[config.mk]
export PLATFORM = sky130hd
export DESIGN_NAME = icache_axi_rd_arbiter
export DESIGN_NICKNAME = d
export VERILOG_FILES = /design/src/rtl/icache_axi_rd_arbiter.sv
export SDC_FILE = /design/constraint.sdc
export NUM_CORES = 1
export LEC_CHECK = 0
export BUFFER_PORTS_ARGS = -buffer_cell sky130_fd_sc_hd__clkbuf_2
export CAP_MARGIN = 25
export CORE_AREA = 2 2 172 174
export DETAILED_ROUTE_END_ITERATION = 8
export DIE_AREA = 0 0 174 176
export PLACE_DENSITY = 0.35
export SYNTH_ARGS = -nofsm -noshare
export SYNTH_HDL_FRONTEND = slang
export SYNTH_SLANG_ARGS = --single-unit
[constraint.sdc]
create_clock -name i_clk -period 1.7 [get_ports i_clk]
set_clock_uncertainty 0.05 [all_clocks]
set_input_delay 0.34 -clock i_clk [delete_from_list [all_inputs] [get_ports i_clk]]
set_output_delay 0.34 -clock i_clk [all_outputs]
set_load 0.01 [all_outputs]
[src/rtl/icache_axi_rd_arbiter.sv]
`default_nettype none
// ============================================================================
// Module   : icache_axi_rd_arbiter
// Brief    : Round-robin arbiter sharing one AXI4 read port among per-core
//            instruction cache controllers; grant held for a whole burst.
// Revision : 1.0  initial release
// ============================================================================
module icache_axi_rd_arbiter #(
    parameter int NUM_MASTERS = 4,
    parameter int ADDR_W      = 32,
    parameter int DATA_W      = 32
) (
    input  logic                                i_clk,
    input  logic                                i_areset_n,
    // upstream read ports, one per cache controller
    input  logic [NUM_MASTERS-1:0]              s_axi_arvalid_i,
    output logic [NUM_MASTERS-1:0]              s_axi_arready_o,
    input  logic [NUM_MASTERS-1:0][ADDR_W-1:0]  s_axi_araddr_i,
    input  logic [NUM_MASTERS-1:0][7:0]         s_axi_arlen_i,
    input  logic [NUM_MASTERS-1:0][2:0]         s_axi_arsize_i,
    input  logic [NUM_MASTERS-1:0][1:0]         s_axi_arburst_i,
    output logic [NUM_MASTERS-1:0]              s_axi_rvalid_o,
    input  logic [NUM_MASTERS-1:0]              s_axi_rready_i,
    output logic [NUM_MASTERS-1:0][DATA_W-1:0]  s_axi_rdata_o,
    output logic [NUM_MASTERS-1:0][1:0]         s_axi_rresp_o,
    output logic [NUM_MASTERS-1:0]              s_axi_rlast_o,
    output logic [NUM_MASTERS-1:0]              s_axi_awready_o,
    output logic [NUM_MASTERS-1:0]              s_axi_wready_o,
    output logic [NUM_MASTERS-1:0]              s_axi_bvalid_o,
    // downstream read port to memory
    output logic                                m_axi_arvalid_o,
    input  logic                                m_axi_arready_i,
    output logic [ADDR_W-1:0]                   m_axi_araddr_o,
    output logic [7:0]                          m_axi_arlen_o,
    output logic [2:0]                          m_axi_arsize_o,
    output logic [1:0]                          m_axi_arburst_o,
    input  logic                                m_axi_rvalid_i,
    output logic                                m_axi_rready_o,
    input  logic [DATA_W-1:0]                   m_axi_rdata_i,
    input  logic [1:0]                          m_axi_rresp_i,
    input  logic                                m_axi_rlast_i,
    output logic                                m_axi_awvalid_o,
    output logic                                m_axi_wvalid_o,
    output logic                                m_axi_bready_o,
    // status
    output logic [NUM_MASTERS-1:0]              o_grant,
    output logic                                o_busy
);

    localparam int c_IDX_W = (NUM_MASTERS > 1) ? $clog2(NUM_MASTERS) : 1;
    localparam logic [c_IDX_W:0] c_NUM_EXT = (c_IDX_W+1)'(NUM_MASTERS);

    localparam logic [1:0] c_ST_IDLE = 2'd0;
    localparam logic [1:0] c_ST_ADDR = 2'd1;
    localparam logic [1:0] c_ST_DATA = 2'd2;

    logic [1:0]         state_q, state_d;
    logic [c_IDX_W-1:0] gnt_q, gnt_d;
    logic [c_IDX_W-1:0] last_q, last_d;

    logic               scan_found;
    logic [c_IDX_W:0]   scan_sum;
    logic [c_IDX_W-1:0] scan_idx;

    always_ff @(posedge i_clk or negedge i_areset_n) begin
        if (!i_areset_n) begin
            state_q <= c_ST_IDLE;
            gnt_q   <= '0;
            last_q  <= c_IDX_W'(NUM_MASTERS - 1);
        end else begin
            state_q <= state_d;
            gnt_q   <= gnt_d;
            last_q  <= last_d;
        end
    end

    // Scan order starts just after the previous owner, so it ends up lowest priority.
    always_comb begin
        state_d    = state_q;
        gnt_d      = gnt_q;
        last_d     = last_q;
        scan_found = 1'b0;
        scan_sum   = '0;
        scan_idx   = '0;
        case (state_q)
            c_ST_IDLE: begin
                for (int i = 0; i < NUM_MASTERS; i++) begin
                    scan_sum = {1'b0, last_q} + (c_IDX_W+1)'(i + 1);
                    if (scan_sum >= c_NUM_EXT) begin
                        scan_sum = scan_sum - c_NUM_EXT;
                    end
                    scan_idx = scan_sum[c_IDX_W-1:0];
                    if (!scan_found && s_axi_arvalid_i[scan_idx]) begin
                        scan_found = 1'b1;
                        gnt_d      = scan_idx;
                        state_d    = c_ST_ADDR;
                    end
                end
            end
            c_ST_ADDR: begin
                if (s_axi_arvalid_i[gnt_q] && m_axi_arready_i) begin
                    state_d = c_ST_DATA;
                end
            end
            c_ST_DATA: begin
                if (m_axi_rvalid_i && s_axi_rready_i[gnt_q] && m_axi_rlast_i) begin
                    state_d = c_ST_IDLE;
                    last_d  = gnt_q;
                end
            end
            default: begin
                state_d = c_ST_IDLE;
            end
        endcase
    end

    always_comb begin
        s_axi_arready_o = '0;
        s_axi_rvalid_o  = '0;
        m_axi_arvalid_o = 1'b0;
        m_axi_rready_o  = 1'b0;
        o_grant         = '0;
        o_busy          = 1'b0;
        case (state_q)
            c_ST_ADDR: begin
                m_axi_arvalid_o        = s_axi_arvalid_i[gnt_q];
                s_axi_arready_o[gnt_q] = m_axi_arready_i;
                o_grant[gnt_q]         = 1'b1;
                o_busy                 = 1'b1;
            end
            c_ST_DATA: begin
                m_axi_rready_o         = s_axi_rready_i[gnt_q];
                s_axi_rvalid_o[gnt_q]  = m_axi_rvalid_i;
                o_grant[gnt_q]         = 1'b1;
                o_busy                 = 1'b1;
            end
            default: begin
            end
        endcase
    end

    assign m_axi_araddr_o  = s_axi_araddr_i[gnt_q];
    assign m_axi_arlen_o   = s_axi_arlen_i[gnt_q];
    assign m_axi_arsize_o  = s_axi_arsize_i[gnt_q];
    assign m_axi_arburst_o = s_axi_arburst_i[gnt_q];

    // Payload fans out to everyone; only the owner ever sees rvalid.
    for (genvar k = 0; k < NUM_MASTERS; k++) begin : g_rbcast
        assign s_axi_rdata_o[k] = m_axi_rdata_i;
        assign s_axi_rresp_o[k] = m_axi_rresp_i;
        assign s_axi_rlast_o[k] = m_axi_rlast_i;
    end

    assign s_axi_awready_o = '0;
    assign s_axi_wready_o  = '0;
    assign s_axi_bvalid_o  = '0;
    assign m_axi_awvalid_o = 1'b0;
    assign m_axi_wvalid_o  = 1'b0;
    assign m_axi_bready_o  = 1'b0;

endmodule
`default_nettype wire

=== Yosys cells after proc, flatten, opt, wreduce, memory -nomap -nowiden ===
Cells that the tools add are included.

* Bits in registers: 6
* Output and inout port bits: 215
* RAM bits: 0
* ROM bits: 0
* Logic and storage cells: 97
* Memories kept: 0
* Latch bits: 0

* Magnitude comparators: 10
* Bitwise gates (word level): 2
* Multipliers: 0
* Reduce and logical (&&, ||, !) cells: 16
* Mux-type cells: 53
* Shift operators: 0
* Equal/unequal tests: 5
* Div/mod/pow operators: 0
* Add/subtract/negate cells: 8

{| class="wikitable"
|+ Operators with widths
! kind !! count
|-
| $bmux W32 S2 || 1
|-
| $mux W2 || 19
|-
| $mux W32 || 1
|-
| $bmux W8 S2 || 1
|-
| $mux W1 || 16
|-
| $lt A2 B3 Y1 const B || 5
|-
| $bmux W1 S2 || 6
|-
| $ge A3 B3 Y1 const B || 4
|-
| $mux W4 || 3
|-
| $and A4 B4 Y4 || 2
|-
| $mux W8 || 1
|-
| $sub A2 B1 Y2 const B || 4
|-
| $logic_and A1 B1 Y1 || 7
|-
| $add A2 B2 Y3 const B || 2
|-
| $bmux W3 S2 || 1
|-
| $pmux W2 S3 || 1
|-
| $ne A5 B5 Y1 const B || 1
|-
| $bmux W2 S2 || 1
|-
| $ne A2 B2 Y1 const B || 2
|-
| $reduce_and A2 Y1 || 2
|-
| $reduce_bool A4 Y1 || 1
|-
| $add A2 B1 Y3 const B || 1
|-
| $add A2 B3 Y3 const B || 1
|-
| $logic_not A1 Y1 || 3
|-
| 8 further kinds || 8
|}

=== Depth between registers and ports, before layout ===
Gate-level depths: netlist of run 1.

* Word-level depth: 20
* Depth in mapped cells: 6
* Mapped depth without buffers: 6

=== Worst setup path after synthesis of run 1 ===
No wires, ideal clock.

* Path kind: register to output
* Start point: register gnt_q[0]
* End point: output port m_axi_araddr_o[28]
* Arrival: 1340 ps
* Stages on the path, launching flop included: 4
* Buffers on the path: 2
* Path slack: -30 ps
* Data required time: 1310 ps
* Path through: dfrtp_1 buf_6 clkbuf_1 mux4_2

* Word-level cells in the longest chain between the ends: 2

{| class="wikitable"
|+ Ends and longest elaborated chain
! item !! RTL line !! RTL
|-
| start: declaration || 58 || <nowiki>logic [c_IDX_W-1:0] gnt_q, gnt_d;</nowiki>
|-
| start signal: assignment || 72 || <nowiki>gnt_q <= gnt_d;</nowiki>
|-
| $bmux W32 S2 || 142 || <nowiki>assign m_axi_araddr_o = s_axi_araddr_i[gnt_q];</nowiki>
|-
| $mux W32 (not written as such) || 142 ||
|-
| end: declaration || 33 || <nowiki>output logic [ADDR_W-1:0] m_axi_araddr_o,</nowiki>
|}

No other way between the ends. The select of a mux whose other input is x is not followed.

=== Worst setup path in the final report of run 1 ===
* Start point: register gnt_q[0]
* End point: output port m_axi_araddr_o[1]

The elaborated chain is that of the path after synthesis.

==> results of run 1 <==
## worst max-delay path by stage
stage | startpoint | end
finish | gnt_q[0] | m_axi_araddr_o[1]
global route | gnt_q[0] | m_axi_arburst_o[0]
CTS | gnt_q[0] | m_axi_arburst_o[0]
detailed placement | gnt_q[0] | m_axi_araddr_o[1]
global placement | gnt_q[0] | m_axi_araddr_o[1]
floorplan | gnt_q[0] | m_axi_araddr_o[0]
## state kept, by name, summed over array words and instances, names as in the netlist
signal	count
state_q	2
gnt_q	2
last_q	2
## cells in the final DEF, fill, tap and decap left out, drive strengths merged, types with 4 or more instances in the layout
| cell | n |
|---|---|
| mux2 | 4 |
| o21ai | 4 |
| inv | 9 |
| nand2 | 7 |
| conb | 15 |
| buf | 50 |
| dfrtp | 4 |
| nor2 | 10 |
| mux4 | 47 |
| clkbuf | 253 |
## through the flow
stage          cells  setup TNS (ns)  power [mW]  instance area (µm²)  hold WS [ns]
6_report         814          -16.12        6.12                 4240         0.419
5_1_grt          814          -19.32        6.53                 4240         0.444
4_1_cts          813          -17.00        6.17                 4190         0.421
3_5_place_dp     787           -6.43        4.48                 3610         0.125
3_3_place_gp     787           -5.81        4.52                 3610         0.128
2_1_floorplan    293          -0.215        3.07                 2840      -0.00559
## per-layer routing
| metal | vias to the layer above | wire [µm] | part of all wire (%) | track usage [%] |
|---|---|---|---|---|
| li1 | 1134 | - | - | - |
| met1 | 1192 | 4210 | 35 | 7.48 |
| met2 | 215 | 6280 | 52 | 13.7 |
| met3 | 21 | 1290 | 11 | 2.54 |
| met4 | 0 | 235 | 2.0 | 1.96 |
| met5 | - | 0 | 0 | 0 |
## report_power, final
group / leakage [nW] / internal, mW / total, mW / switching (mW)
sequential: 0.0675 / 0.239 / 0.327 / 0.0879
clock: 0.0382 / 0.311 / 0.389 / 0.0778
combinational: 1.92 / 3.06 / 5.41 / 2.35
## worst max-delay path: cells and delay by family, from the launching register on
kind     cells  cell delay [ns]
buf+inv      3             0.45
flops        1             0.45
mux          1             0.52
## logic make-up after synthesis
| family | after synthesis | share of synthesized area (%) |
|---|---|---|
| buffers and inverters | 176 | 45.0 |
| muxes | 51 | 39.6 |
| and+or+nand+nor | 27 | 4.40 |
| AOI/OAI and AO/OA | 15 | 4.08 |
| DFF | 6 | 5.47 |
| adders and majority gates | 3 | 1.35 |
| other | 1 | 0.134 |
## repair_timing
item | 4_1_cts | 5_1_grt
resized for setup | 55 | 14
hold endpoints to repair | 4 | 0
hold buffers | 1 | 0
setup buffers | 17 | 1
endpoints found under the setup margin | 64 | 63
gates cloned | 5 | 1
pin swaps | 13 | 3
## layout make-up
| type | count | area, µm² |
|---|---|---|
| inverter | 9 | 33.8 |
| tap | 384 | 480 |
| fill | 3271 | 24300 |
| sequential | 6 | 160 |
| clock buffer | 4 | 78.8 |
| multi-input combinational | 111 | 1600 |
| timing repair buffer | 300 | 1890 |
==> results.toml, run 1 <==
[run_status]
status = "complete, but fails checks"
violations = "setup timing"

[routing]
num_vias = 2562
drt-vias-per-instance = 3.15
drt-pass1-iter-count = 6
detail_route.drc_violations = 0
ant_nets = 0
wl_per_cell_um = 14.8
detail_route.iter0.violations = 38
routed_wl_mm = 12.0

[floorplanning]
io_pins = 442
chipHeight_um = 176
row_count = 62
dieArea_um2 = 30600
coreArea_um2 = 28500
die_w_um = 174
start_util_pct = 9.77

[final_layout]
final_nets = 661
n_antenna_cell = 0
final_util_pct = 14.8
layout-drive-gt1-share_pct = 88.4
syn_to_final_growth_pct = 51.8

[global_route]
grt-ovfl-total = 0
antenna_found_initial = 0
grt_pass1_wl_mm = 16.6
grt.total_usage_pct = 7.21
first_global_vias = 2684
largest_net_degree_at_the_start_of_global_routing = 16

[synth]
yosys_warnings = 0
ys_ff_latch = 6
synthesis.instances = 279
syn-cell-area_um2 = 2790
post_synth_main_area_contributors = "sky130_fd_sc_hd__buf_4 42%, sky130_fd_sc_hd__mux4_2 38%, sky130_fd_sc_hd__dfrtp_1 3.6%"
syn_area_per_cell_um2 = 10.0
yosysSeqAreaShare_pct = 5.47
synthDominantCellAreaShare_pct = 41.7
yosys.cell_types.count = 27
synth_most_common_cell = "sky130_fd_sc_hd__buf_4"
ys_dominant_reg_cell = "sky130_fd_sc_hd__dfrtp_1"
synth.largest_area_cell = "sky130_fd_sc_hd__buf_4"
synth-edff-count = 0
netlist_top_cells_count = "155 x sky130_fd_sc_hd__buf_4, 47 x sky130_fd_sc_hd__mux4_2, 10 x sky130_fd_sc_hd__nor2_1"
synthArstFlopShare_pct = 100

[worst_setup_path]
critical_path.max_stage_delay_ns = 0.52
crit_end_category = "output port"
critical_path.cell_chain = "buf_6 > buf_12 > mux4_2 > clkbuf_2"
critical-path-slowest-cell = "sky130_fd_sc_hd__mux4_2"
setup.reg_to_reg.worst_slack_ns = -0.25
startpoint_to_endpoint_class_of_the_critical_path = "reg2out"
reg2reg_capture_point = "last_q[0]"
worstPathMaxFanout = 10
type_of_origin_of_the_critical_path = "flop"
cp.arrival_ns = 1.65
regToRegStartpoint = "gnt_q[0]"
reg2reg_depth = 5
worst_ep_required_time_ns = 1.31

[timing]
timing.fmax_mhz = 490
setup_viol = 62
timing.final.hold_violations = 0
timing.final.max_slew_violations = 0
timing.final.crit_share_pct = 120
period_minus_slack_ns = 2.04
rsz0062_at_grt = "true"
final_critical_path_setup_slack_ns = -0.343

[power]
cellLeakagePower_nw = 2.02
power.density_cell_area_nw_per_um2 = 1450
power.ir.vdd_worst_uv = 641

[place]
routabilityCongestion = 0.760
hpwl_mm = 10.2
detailedPlace.worstSlack_ns = -0.172
io_buffer_count = 256

[clocking]
clockRootBuffer = "sky130_fd_sc_hd__clkbuf_16"
clock_latency_on_the_worst_skew_pair_ns = 0.23
numClockSinks = 6
clockBufferDepth = 2
clk_pin_slew_worst_paths_ns = 0.03
h-tree-depth = 1
tritoncts = "done"
cts_inserted_buffers = 3

[job]
maxCapViolCount = 0

[min_path]
hold_path_class = "in2async"
(Power assumes the default switching activity.)
==> run 2, diff against run 1 <==
--- a/config.mk
+++ b/config.mk
@@ -10,7 +10,6 @@
 export CORE_AREA = 2 2 172 174
 export DETAILED_ROUTE_END_ITERATION = 8
 export DIE_AREA = 0 0 174 176
-export PLACE_DENSITY = 0.35
 export SYNTH_ARGS = -nofsm -noshare
 export SYNTH_HDL_FRONTEND = slang
 export SYNTH_SLANG_ARGS = --single-unit
==> run 2 against run 1 <==
Against the previous run: the flow still finishes with violations (setup timing); worst setup slack got worse by 0.022 ns; maximum frequency is 1.1% lower; clock power grew 3%; die area unchanged; register-to-register slack improved by 0.08 ns; final cell count decreased by 0.86%; sequential power fell by 6%; via count grew 0.86%; combinational power is 12% lower; utilization down 1.0 points.
==> results.toml, run 2 (synthesis results as in run 1) <==
[run_status]
status = "complete, but fails checks"
violations = "setup timing"

[worst_setup_path]
startpoint_to_endpoint_class_of_the_critical_path = "reg2out"
worstPathMaxFanout = 8
cp.arrival_ns = 1.67
crit_end_category = "output port"
worst_ep_required_time_ns = 1.31
critical-path-slowest-cell = "sky130_fd_sc_hd__mux4_2"
type_of_origin_of_the_critical_path = "flop"
critical_path.cell_chain = "buf_12 > buf_16 > mux4_2 > clkbuf_2"
critical_path.max_stage_delay_ns = 0.54

[routing]
num_vias = 2584
wl_per_cell_um = 14.3
drt-vias-per-instance = 3.20
ant_nets = 0
detail_route.iter0.violations = 56
detail_route.drc_violations = 0
drt-pass1-iter-count = 4
routed_wl_mm = 11.5

[final_layout]
mostFrequentLayoutCell = "sky130_fd_sc_hd__clkbuf_2"
leading_cell_types_in_the_layout_fill_and_taps_excluded = "247 x sky130_fd_sc_hd__clkbuf_2, 47 x sky130_fd_sc_hd__mux4_2, 23 x sky130_fd_sc_hd__buf_4"
finish.instance_area_um2 = 3950
syn_to_final_growth_pct = 41.5
final_util_pct = 13.8
final_cell_count_no_fill = 807
n_antenna_cell = 0
final_nets = 654
layout-drive-gt1-share_pct = 87.0
largest_registers = "gnt_q: 2 flops, last_q: 2 flops, state_q: 2 flops"

[power]
cellLeakagePower_nw = 1.91
internal_power_mw = 3.14
power.ir.vdd_worst_uv = 784
design_power_total_mw = 5.47
netSwitchingPower_mw = 2.34
share_seq_of_total_power_pct = 5.6
switching_share_pct = 42.7
pwr-share-clk_pct = 7.3
power.density_cell_area_nw_per_um2 = 1390
combinationalPowerShare_pct = 87.0

[place]
detailedPlace.worstSlack_ns = -0.220
dpl-instance-area_um2 = 3610
hpwl_mm = 10.2
io_buffer_count = 256
routabilityCongestion = 0.747
placed_cells_incl_taps = 791

[global_route]
grt-ovfl-total = 0
antenna_found_initial = 0
largest_net_degree_at_the_start_of_global_routing = 25
grt_pass1_wl_mm = 15.9
first_global_vias = 2632
grt.total_usage_pct = 6.89

[timing]
period_minus_slack_ns = 2.06
timing.final.hold_violations = 0
timing.fmax_mhz = 484
setup_tns_ns = -15.96
timing.final.crit_share_pct = 121
rsz0062_at_grt = "true"
timing.final.max_slew_violations = 0
hold_slack_ns = 0.450
final_critical_path_setup_slack_ns = -0.364
setup_viol = 58

[clocking]
numClockSinks = 6
clockBufferDepth = 2
cts_inserted_buffers = 3
clk_pin_slew_worst_paths_ns = 0.04
clock_latency_on_the_worst_skew_pair_ns = 0.23
h-tree-depth = 1
clockRootBuffer = "sky130_fd_sc_hd__clkbuf_16"
tritoncts = "done"

[floorplanning]
die_w_um = 174
start_util_pct = 9.77
row_count = 62
chipHeight_um = 176
dieArea_um2 = 30600
coreArea_um2 = 28500
io_pins = 442

[job]
maxCapViolCount = 0

[min_path]
hold_path_class = "in2async"
run 2: power groups by stage:
stage          Clock (mW)  Combinational [mW]  Sequential [mW]
4_1_cts             0.406                4.76            0.307
3_5_place_dp            0                4.13            0.383
5_1_grt             0.415                5.12            0.322
3_3_place_gp            0                4.10            0.379
6_report            0.400                4.77            0.309
2_1_floorplan           0                2.82            0.255
run 2: final timing paths:
path	cells past startpoint	slack, ns	from	endpoint
worst max register to register	5	-0.17	gnt_q[0]	last_q[0]
max in group asynchronous	2	0.91	i_areset_n	last_q[0]
worst min-delay path	2	0.45	i_areset_n	gnt_q[0]
worst max-delay path	4	-0.36	gnt_q[0]	m_axi_araddr_o[30]
worst min register to register	1	0.60	last_q[0]	last_q[0]
min in group i_clk	4	0.48	m_axi_arready_i	state_q[1]
run 2: worst max-delay path, delay by kind of cell, from the launching register on:
kind	cells	cell delay, ns
mux	1	0.54
buf+inv	3	0.46
flops	1	0.42
run 2: what timing repair did:
| action | CTS | global route |
|---|---|---|
| endpoints found under the hold margin | 4 | 0 |
| resized for setup | 26 | 18 |
| setup buffers | 9 | 2 |
| cloned | 1 | 0 |
| hold buffers | 1 | 0 |
| setup endpoints to repair | 63 | 63 |
| pin swaps | 4 | 3 |
run 2: final cells by class:
class	instances	area (µm²)
inverter	9	36.3
fill	3282	24600
sequential	6	158
clock buffer	4	78.8
timing repair buffer	293	1670
tap	384	480
multi-input combinational	111	1530
run 2: metal layers:
layer / vias up / global-route usage [%] / part of all wire, %
li1: 1116 / - / -
met1: 1236 / 8.25 / 39
met4: 0 / 2.70 / 3.1
met5: - / 0 / 0
met2: 203 / 11.5 / 48
met3: 29 / 2.22 / 10
==> run 3, diff against run 2 <==
--- a/config.mk
+++ b/config.mk
@@ -7,9 +7,9 @@
 export LEC_CHECK = 0
 export BUFFER_PORTS_ARGS = -buffer_cell sky130_fd_sc_hd__clkbuf_2
 export CAP_MARGIN = 25
-export CORE_AREA = 2 2 172 174
+export CORE_AREA = 2 2 173 175
 export DETAILED_ROUTE_END_ITERATION = 8
-export DIE_AREA = 0 0 174 176
+export DIE_AREA = 0 0 175 177
 export SYNTH_ARGS = -nofsm -noshare
 export SYNTH_HDL_FRONTEND = slang
 export SYNTH_SLANG_ARGS = --single-unit
==> constraint.sdc (replaced) <==
create_clock -name i_clk -period 2.3 [get_ports i_clk]
set_clock_uncertainty 0.05 [all_clocks]
set_input_delay 0.46 -clock i_clk [delete_from_list [all_inputs] [get_ports i_clk]]
set_output_delay 0.46 -clock i_clk [all_outputs]
set_load 0.01 [all_outputs]
==> run 3 against run 2 <==
Against the previous run: the run now ends clean; utilization decreased by 1.5 points; via count is 5.0% lower; sequential power fell by 15%; first-iteration DRC count up 88%; sequential share of layout area grew 0.39 points; power is 36% lower; register-to-register slack better by 0.71 ns; flip-flop and latch count is the same; hold slack got worse by 0.44 ns; critical path depth shrank 1; combinational power shrank 38%; final cell count down 2.9%; largest cell class is now multi-input combinational cells.
==> results.toml, run 3 (synthesis results as in run 1) <==
[timing]
hold_slack_ns = 0.00844
setup_viol = 0
worst_slew_margin_rel_pct = 65.8
timing.final.max_slew_violations = 0
rsz0062_at_grt = "false"
actual_transition_at_the_worst_max_transition_pin_ns = 0.509
period_minus_slack_ns = 2.22
setup_tns_ns = 0
timing.final.hold_violations = 0
timing.final.crit_share_pct = 96.6
timing.fmax_mhz = 450

[power]
power.density_cell_area_nw_per_um2 = 974
share_seq_of_total_power_pct = 7.5
pwr-share-clk_pct = 8.2
combinationalPowerShare_pct = 84.3
cellLeakagePower_nw = 1.73
design_power_total_mw = 3.50
netSwitchingPower_mw = 1.59
internal_power_mw = 1.92
power.ir.vdd_worst_uv = 381
switching_share_pct = 45.3

[min_path]
hold_path_class = "in2async"

[final_layout]
finish.instance_area_um2 = 3590
final_nets = 624
largest_registers = "gnt_q: 2 flops, last_q: 2 flops, state_q: 2 flops"
layout-drive-gt1-share_pct = 82.2
syn_to_final_growth_pct = 28.8
mostFrequentLayoutCell = "sky130_fd_sc_hd__clkbuf_2"
leading_cell_types_in_the_layout_fill_and_taps_excluded = "256 x sky130_fd_sc_hd__clkbuf_2, 47 x sky130_fd_sc_hd__mux4_2, 15 x sky130_fd_sc_hd__conb_1"

[clocking]
clockBufferDepth = 2
h-tree-depth = 1
numClockSinks = 6
tritoncts = "done"
cts_inserted_buffers = 3
clk_pin_slew_worst_paths_ns = 0.03
clock_latency_on_the_worst_skew_pair_ns = 0.23
count_of_hold_buffers_inserted_by_post_cts_repair = 0
clockRootBuffer = "sky130_fd_sc_hd__clkbuf_16"

[place]
dpl-instance-area_um2 = 3450
hpwl_mm = 11.4
routabilityCongestion = 0.679
io_buffer_count = 256

[global_route]
largest_net_degree_at_the_start_of_global_routing = 28
first_global_vias = 2408
grt_pass1_wl_mm = 16.6
grt-ovfl-total = 0
grt.total_usage_pct = 7.64
antenna_found_initial = 2

[routing]
ant_nets = 0
routed_wl_mm = 12.8
drt-pass1-iter-count = 5
drt-vias-per-instance = 3.13
wl_per_cell_um = 16.3
detail_route.drc_violations = 0
detail_route.iter0.violations = 105
num_vias = 2456

[worst_setup_path]
startpoint_to_endpoint_class_of_the_critical_path = "reg2out"
type_of_origin_of_the_critical_path = "flop"
worst_ep_required_time_ns = 1.79
critical_path.cell_chain = "buf_12 > mux4_2 > clkbuf_2"
critical-path-slowest-cell = "sky130_fd_sc_hd__mux4_2"
crit_end_category = "output port"
regToRegStartpoint = "gnt_q[0]"
critical_path.max_stage_delay_ns = 0.56
crit_start = "gnt_q[0]"
worstPathMaxFanout = 24
cp.arrival_ns = 1.71

[floorplanning]
chipHeight_um = 177
start_util_pct = 9.54
die_w_um = 175
dieArea_um2 = 31000
coreArea_um2 = 29200
row_count = 63
io_pins = 442

[job]
maxCapViolCount = 0

[run_status]
status = "finished clean"
run 3: layer usage:
metal | vias up | global-route usage, % | part of all wire [%]
met3 | 33 | 4.30 | 14
met4 | 2 | 1.53 | 1.8
li1 | 1061 | - | -
met2 | 223 | 14.0 | 50
met5 | - | 0 | 0.070
met1 | 1137 | 7.55 | 34
run 3: layout make-up:
| class | instances | area [µm²] |
|---|---|---|
| timing repair buffer | 263 | 1400 |
| fill | 3375 | 25600 |
| tap | 390 | 488 |
| antenna | 1 | 2.50 |
| multi-input combinational | 111 | 1440 |
| clock buffer | 4 | 78.8 |
| sequential | 6 | 158 |
| inverter | 9 | 33.8 |
run 3: path summary, 6_finish.rpt:
check                                          end  slack [ns]  cells after the start
worst max-delay path            m_axi_araddr_o[12]        0.08                      3
worst min-delay path                      gnt_q[0]       0.008                      1
worst max register to register           last_q[0]        0.54                      3
worst min register to register           last_q[0]        0.60                      1
max in group asynchronous                last_q[0]        1.96                      1
min in group i_clk                      state_q[1]        0.56                      4
run 3: per-stage QoR:
stage          std cells  utilization [%]  worst slack [ns]
4_1_cts              783             12.3            0.0464
3_3_place_gp         776             11.8             0.232
5_1_grt              783             12.3           0.00237
2_1_floorplan        293                -             0.450
6_report             784             12.3            0.0786
3_5_place_dp         776             11.8             0.215
run 3: repair_timing:
action / 4_1_cts / 5_1_grt
setup endpoints to repair: 2 / 1
setup buffers: 2 / 0
resized for setup: 2 / 1
cloned: 1 / 0
run 3: critical path, delay by kind of cell, from the launching register on:
family | cells | cell delay (ns)
buffers and inverters | 2 | 0.38
flip-flops | 1 | 0.51
multiplexers | 1 | 0.56
run 3: power groups by stage:
stage | clock [mW] | combinational, mW | sequential (mW)
final | 0.289 | 2.95 | 0.262
after floorplan | 0 | 2.08 | 0.189
after CTS | 0.293 | 3.04 | 0.266
after global routing | 0.302 | 3.23 | 0.276
after global placement | 0 | 2.85 | 0.267
after detailed placement | 0 | 2.88 | 0.271
